`src/rtl/decade_chain_ctrl.sv`:
```
// Sequencing controller for a chain of cascaded BCD decade counter stages.
// Generates prescaled count ticks, ripple-gated per-digit enables, and a shadow BCD count.
module decade_chain_ctrl #(
    parameter int DIGITS   = 4,
    parameter int PRESCALE = 10
) (
    input  logic                  clk,
    input  logic                  rst,
    input  logic                  start,
    input  logic                  stop,
    input  logic                  clear,
    input  logic [4*DIGITS-1:0]   target,
    output logic [DIGITS-1:0]     digit_en,
    output logic [4*DIGITS-1:0]   bcd,
    output logic                  running,
    output logic                  done,
    output logic                  overflow
);

    localparam int            PW         = (PRESCALE > 1) ? $clog2(PRESCALE) : 1;
    localparam logic [PW-1:0] PRESC_LAST = PW'(PRESCALE - 1);

    typedef enum logic [1:0] {
        IDLE  = 2'd0,
        RUN   = 2'd1,
        PAUSE = 2'd2,
        DONE  = 2'd3
    } state_t;

    state_t                state_r;
    logic [PW-1:0]         presc_r;
    logic [4*DIGITS-1:0]   bcd_r;
    logic                  running_r;
    logic                  done_r;
    logic                  overflow_r;

    logic                  tick_s;
    logic [DIGITS-1:0]     digit_en_s;
    logic [4*DIGITS-1:0]   next_bcd_s;
    logic                  all_nines_s;

    function automatic logic [3:0] bcd_inc(input logic [3:0] d);
        if (d == 4'd9) begin
            return 4'd0;
        end else begin
            return d + 4'd1;
        end
    endfunction

    // A pending stop/clear/rst suppresses the tick so external stages never advance on a command edge.
    assign tick_s = (state_r == RUN) && (presc_r == PRESC_LAST) && !stop && !clear && !rst;

    // Ripple-carry enable chain and the post-tick BCD value.
    always_comb begin : chain_comb
        logic carry_v;
        carry_v     = tick_s;
        all_nines_s = 1'b1;
        digit_en_s  = {DIGITS{1'b0}};
        next_bcd_s  = bcd_r;
        for (int k = 0; k < DIGITS; k++) begin
            digit_en_s[k] = carry_v;
            if (carry_v) begin
                next_bcd_s[4*k +: 4] = bcd_inc(bcd_r[4*k +: 4]);
            end else begin
                next_bcd_s[4*k +: 4] = bcd_r[4*k +: 4];
            end
            carry_v     = carry_v && (bcd_r[4*k +: 4] == 4'd9);
            all_nines_s = all_nines_s && (bcd_r[4*k +: 4] == 4'd9);
        end
    end

    // Control FSM, prescaler, shadow count and registered status outputs.
    always_ff @(posedge clk) begin
        if (rst) begin
            state_r    <= IDLE;
            presc_r    <= {PW{1'b0}};
            bcd_r      <= {(4*DIGITS){1'b0}};
            running_r  <= 1'b0;
            done_r     <= 1'b0;
            overflow_r <= 1'b0;
        end else begin
            overflow_r <= 1'b0;
            if (clear) begin
                state_r   <= IDLE;
                presc_r   <= {PW{1'b0}};
                bcd_r     <= {(4*DIGITS){1'b0}};
                running_r <= 1'b0;
                done_r    <= 1'b0;
            end else begin
                case (state_r)
                    IDLE: begin
                        if (start && !stop) begin
                            state_r   <= RUN;
                            presc_r   <= {PW{1'b0}};
                            running_r <= 1'b1;
                        end
                    end
                    RUN: begin
                        if (stop) begin
                            // Prescaler holds so resume neither loses nor repeats a tick.
                            state_r   <= PAUSE;
                            running_r <= 1'b0;
                        end else begin
                            if (presc_r == PRESC_LAST) begin
                                presc_r <= {PW{1'b0}};
                            end else begin
                                presc_r <= presc_r + PW'(1);
                            end
                            if (tick_s) begin
                                bcd_r      <= next_bcd_s;
                                overflow_r <= all_nines_s;
                                if (next_bcd_s == target) begin
                                    state_r   <= DONE;
                                    running_r <= 1'b0;
                                    done_r    <= 1'b1;
                                end
                            end
                        end
                    end
                    PAUSE: begin
                        if (start && !stop) begin
                            state_r   <= RUN;
                            running_r <= 1'b1;
                        end
                    end
                    DONE: begin
                        state_r <= DONE;
                    end
                    default: begin
                        state_r   <= IDLE;
                        presc_r   <= {PW{1'b0}};
                        running_r <= 1'b0;
                        done_r    <= 1'b0;
                    end
                endcase
            end
        end
    end

    assign digit_en = digit_en_s;
    assign bcd      = bcd_r;
    assign running  = running_r;
    assign done     = done_r;
    assign overflow = overflow_r;

endmodule

```
`config.mk`:
```
export PLATFORM = sky130hd
export DESIGN_NAME = decade_chain_ctrl
export DESIGN_NICKNAME = d
export VERILOG_FILES = /design/src/rtl/decade_chain_ctrl.sv
export SDC_FILE = /design/constraint.sdc
export NUM_CORES = 1
export LEC_CHECK = 0
export CORE_ASPECT_RATIO = 0.9
export CORE_MARGIN = 3
export CORE_UTILIZATION = 54
export DETAILED_ROUTE_END_ITERATION = 12
export GPL_TIMING_DRIVEN = 0
export PLACE_DENSITY = 0.86
export SYNTH_ARGS = -nofsm -noshare
export SYNTH_HDL_FRONTEND = slang
export SYNTH_SLANG_ARGS = --single-unit
```
`constraint.sdc`:
```
create_clock -name clk -period 9.7 [get_ports clk]
set_clock_uncertainty 0.05 [all_clocks]
set_input_delay 2.91 -clock clk [delete_from_list [all_inputs] [get_ports clk]]
set_output_delay 2.91 -clock clk [all_outputs]
set_load 0.01 [all_outputs]
```
# ---- Word level (Yosys, flattened, before mapping)
# Cells that the tools add are included.
dict set report op_classes {
  div_mod_pow 0
  add_sub_neg 5
  n_mul 0
  n_bitwise 3
  muxes 22
  magnitude_cmp 0
  eq_ne 14
  n_reduce_logical 25
  n_shift 0
}
# operator count
set ops {}
lappend ops {{2-to-1 mux 4 bit} 11}
lappend ops {{adder 4 x 1 -> 4 bit (second input constant)} 5}
lappend ops {{== test 4 bit (second input constant)} 5}
lappend ops {{== test 16 bit} 1}
lappend ops {{logical AND 1 bit} 11}
lappend ops {{AND reduction 3 bit} 3}
lappend ops {{2-to-1 mux 2 bit} 4}
lappend ops {{case mux 4 bit (2 select lines)} 1}
lappend ops {{AND reduction 4 bit} 2}
lappend ops {{case mux 2 bit (3 select lines)} 1}
lappend ops {{OR reduction 5 bit} 1}
lappend ops {{== test 2 bit (second input constant)} 2}
lappend ops {{2-to-1 mux 1 bit} 4}
lappend ops {{inequality test 2 bit (second input constant)} 2}
lappend ops {{nonzero test 2 bit} 2}
lappend ops {{OR reduction 2 bit} 2}
lappend ops {{zero test 1 bit} 3}
lappend ops {{inequality test 3 x 2 -> 1 bit (second input constant)} 1}
lappend ops {{inequality test 3 bit (second input constant)} 1}
lappend ops {{inverter 1 bit} 3}
lappend ops {{== test 2 x 1 -> 1 bit (second input constant)} 1}
lappend ops {{zero test 2 bit} 1}
lappend ops {{inequality test 2 x 1 -> 1 bit (second input constant)} 1}
lappend ops {{case mux 1 bit (2 select lines)} 1}
dict set report totals {
  in_bits 21
  latch_bits 0
  word_cells 75
  ram_bits 0
  romBits 0
  n_memories 0
  ff_bits 25
}

# ---- Logic depth before layout (Yosys ltp)
dict set report depth {
  ltp_word 14
  mapped_depth 11
}

# ---- Worst setup path after synthesis
# Ideal clock, no wire load.
dict set report synth_timing {
  path_kind {in2out}
  start {input port clear}
  end {output port digit_en[3]}
  slack_ns 2.756
  cell_stages 5
  n_path_buf 1
  required_ns 6.740
  arrival_ns 3.984
  cell_sequence {nor2_1 > nand4_2 > or2_1 > buf_2 > nor2_1}
}
dict set report synth_between {
  elab_chain_len 6
}
# element line
set synth_rtl {}
lappend synth_rtl {{from (decl)} 11} ;# input logic clear,
lappend synth_rtl {{zero test 1 bit} 51} ;# assign tick_s = (state_r == RUN) && (presc_r == PRESC_LAST) && !stop && !clear && !rst;
lappend synth_rtl {{logical AND 1 bit (2 in series)} 51}
lappend synth_rtl {{logical AND 1 bit (3 in series)} 67} ;# carry_v = carry_v && (bcd_r[4*k +: 4] == 4'd9);
lappend synth_rtl {{to (decl)} 13} ;# output logic [DIGITS-1:0] digit_en,
# No other way between the ends.

# ---- Worst setup path in the final report
# Same ends and word-level chain as after synthesis.

==> results.md <==
- Drt wl/cell: between 10 and 15 um
- Worst vdd ir: 0.0549 mV
- Max Fanout on Critical Path: 8
- # DRC: 0
- Pre-Repair DR Iteration Count: 4
- Vias in the first global route: ~1600
- Deepest clock path buffer count: 2
- Final core occ: 0.750
- Post-CTS Setup Inserts: 0
- CTS tree: done
- Die area: 4110 sq um
- Area grow syn2layout: 29.0%
- Hpwl dp: 3280 um
- Commonest non-fill, non-tap cell in the layout: clkdlybuf4s50_1
- Die width: 67.2 um
- Total routed wirelength: about 4400 um
- Post-synthesis area per instance: 8.00 sq um
- Worst-Margin Slew: ~570 ps
- Num CTS Buffers: 3
- Pwr per Cell Area: 81.8 nW/um^2
- Max_slew headroom: 0.617
- Final setup fails: 0
- First-pass GRT wire length: 6960 um
- Most frequent cells in the layout: clkdlybuf4s50_1, nor2_1, dfxtp_1
- Cell Rows: 19
- Vias per cell: about 5.7
- Top achievable clock speed: 123 MHz
- Quantity of gates resized following cts: 0
- Clk_lat worst skew: about 270 ps
- Clk pin slew, worst setup/hold paths: 90 ps
- Async SR Flop Fraction: 0
- Final Critical Period: 8130 ps
- IO Pins: 44
- N_diodes: 0
- # nets final: 299
- Num Clock Sinks: 25
- Hold WC Path Type: reg -> reg
- Global placement routability congestion: 0.892
- Post-Syn Area: around 1800 sq um
- Design internal power: 0.145 mW
- Ranking of synthesized cells by area: dfxtp_1, xnor2_1, nor2_1
- EDFF count, synth: 0
- Largest net degree at the start of global routing: 15
- Sw power: 0.0474 mW
- Die height: 61.1 um
- Final Hold Fails: 0
- Post-Syn Instances: 228
- Cts hold-fix bufs: 0
- Pre-CTS setup slack: 1560 ps
- Data arrival, critical path: 5170 ps
- Clk pwr share: 0.335
- # port buffers: 43
- Core Region: 3140 sq um
- Drt initial violations: 99
- Largest area contributor in the netlist: dfxtp_1
- Final ANT Viol Nets: 0
- Initial antenna violation count: 0
- Crit end category: output port
- Fin worst setup slack: 1570 ps
- Share of layout cells above drive strength 1: 0.0800
- Syn_nets: 251
- CTS HTree Levels: 1
- Main flop type after synthesis: dfxtp_1
- Post-synth cell types: 59
- GRT Util Overall: 0.219
- Status: finished clean
- WS Path Type: in -> out
- Maxcap violations: 0
- Fin crit share: 0.838
- Sequential fraction of the synthesis area: 0.275
- Sequential Power Share: 0.540
- Number of synthesized register bits: 25
- Comb power frac: 0.125
- Via count: 1799
- CP startpoint kind: input pin
- LEAKAGE: 0.802 nW
- Starting Density: 0.581
- Fin. max-slew vios: 0
- CTS Root Cell: clkbuf_8
- Synth Warn #: 0
- Grt ovf: 0
- CP required: 6740 ps
- Synth top area share: 0.275
- Setup TNS: 0 ps
- RSZ-0062 raised after global routing: no
- Sw Share: 0.247
-- metal layers --
metal	vias to the layer above	routed length, um	global-route usage
li1	911	-	-
met1	822	2030	0.301
met2	62	1990	0.367
met3	4	297	0.0347
met4	0	33	0.0462
met5	-	0	0
-- worst max-delay path, stage by stage --
cell and delay [ps]:
clkdlybuf4s50_1 440, nor2_1 350, nand4_2 280, or2_1 290
buf_2 160, nor2_1 170, clkdlybuf4s50_1 560
-- logic make-up (layout without fill, tap and decap cells) --
kind of cell | Yosys count | in the layout | share of synthesized area
buffers and inverters | 22 | 69 | 0.0549
flip-flops | 25 | 25 | 0.275
AO/OA/AOI/OAI | 44 | 44 | 0.170
adder cells (fa/ha/maj) | 2 | 2 | 0.0137
AND/OR/NAND/NOR | 108 | 108 | 0.356
multiplexers | 2 | 2 | 0.0110
XOR/XNOR | 25 | 25 | 0.120
-- Yosys cell counts, types with 4 or more instances --
cell and instances:
nor2_1 28, dfxtp_1 25, xnor2_1 17, nand2_1 15, a21oi_1 9, inv_1 9
nor2b_1 9, xor2_1 8, nand3_1 6, o21ai_0 6, and2_1 5, buf_2 5
clkbuf_1 5, nor3_1 5, o211ai_1 5, or4_1 5, nand4_1 4
-- stage by stage --
step                      std cells  instance area (sq um)  total power [mW]  hold WS (ps)
after floorplan                 228                   1820             0.116           417
after global placement          313                   2310             0.130           379
after detailed placement        313                   2310             0.130           425
after CTS                       317                   2350             0.193           439
after global routing            317                   2350             0.200           482
final                           317                   2350             0.192           435
-- power groups by stage --
| stage | clock, mW | combinational (mW) | sequential, mW |
|---|---|---|---|
| 2_1_floorplan | 0 | 0.0103 | 0.106 |
| 3_3_place_gp | 0 | 0.0236 | 0.106 |
| 3_5_place_dp | 0 | 0.0241 | 0.106 |
| 4_1_cts | 0.0649 | 0.0242 | 0.104 |
| 5_1_grt | 0.0695 | 0.0261 | 0.104 |
| 6_report | 0.0644 | 0.0241 | 0.104 |
-- registers in the layout, summed over array words and instances (netlist names) --
| signal | count |
|---|---|
| bcd | 16 |
| presc_r | 4 |
| state_r | 2 |
| done | 1 |
| overflow | 1 |
| running | 1 |
-- path summary, 6_finish.rpt --
kind	from	to	slack (ps)	cells past startpoint
worst max register to register	state_r[1]	state_r[1]	6440	8
worst min register to register	done	done	440	2
worst min-delay path	done	done	440	2
worst max-delay path	clear	digit_en[3]	1570	7
-- area by class of cell --
cell class,instances,area (sq um)
fillers,258,786
flip-flops and latches,25,500
multi-input cells,181,1220
well taps,42,52.6
repair buffers,43,430
clock inverters,1,5.00
plain buffers,13,66.3
clock buffers,3,41.3
inverters,9,33.8
Note: power is estimated with default switching activity, not from simulation.
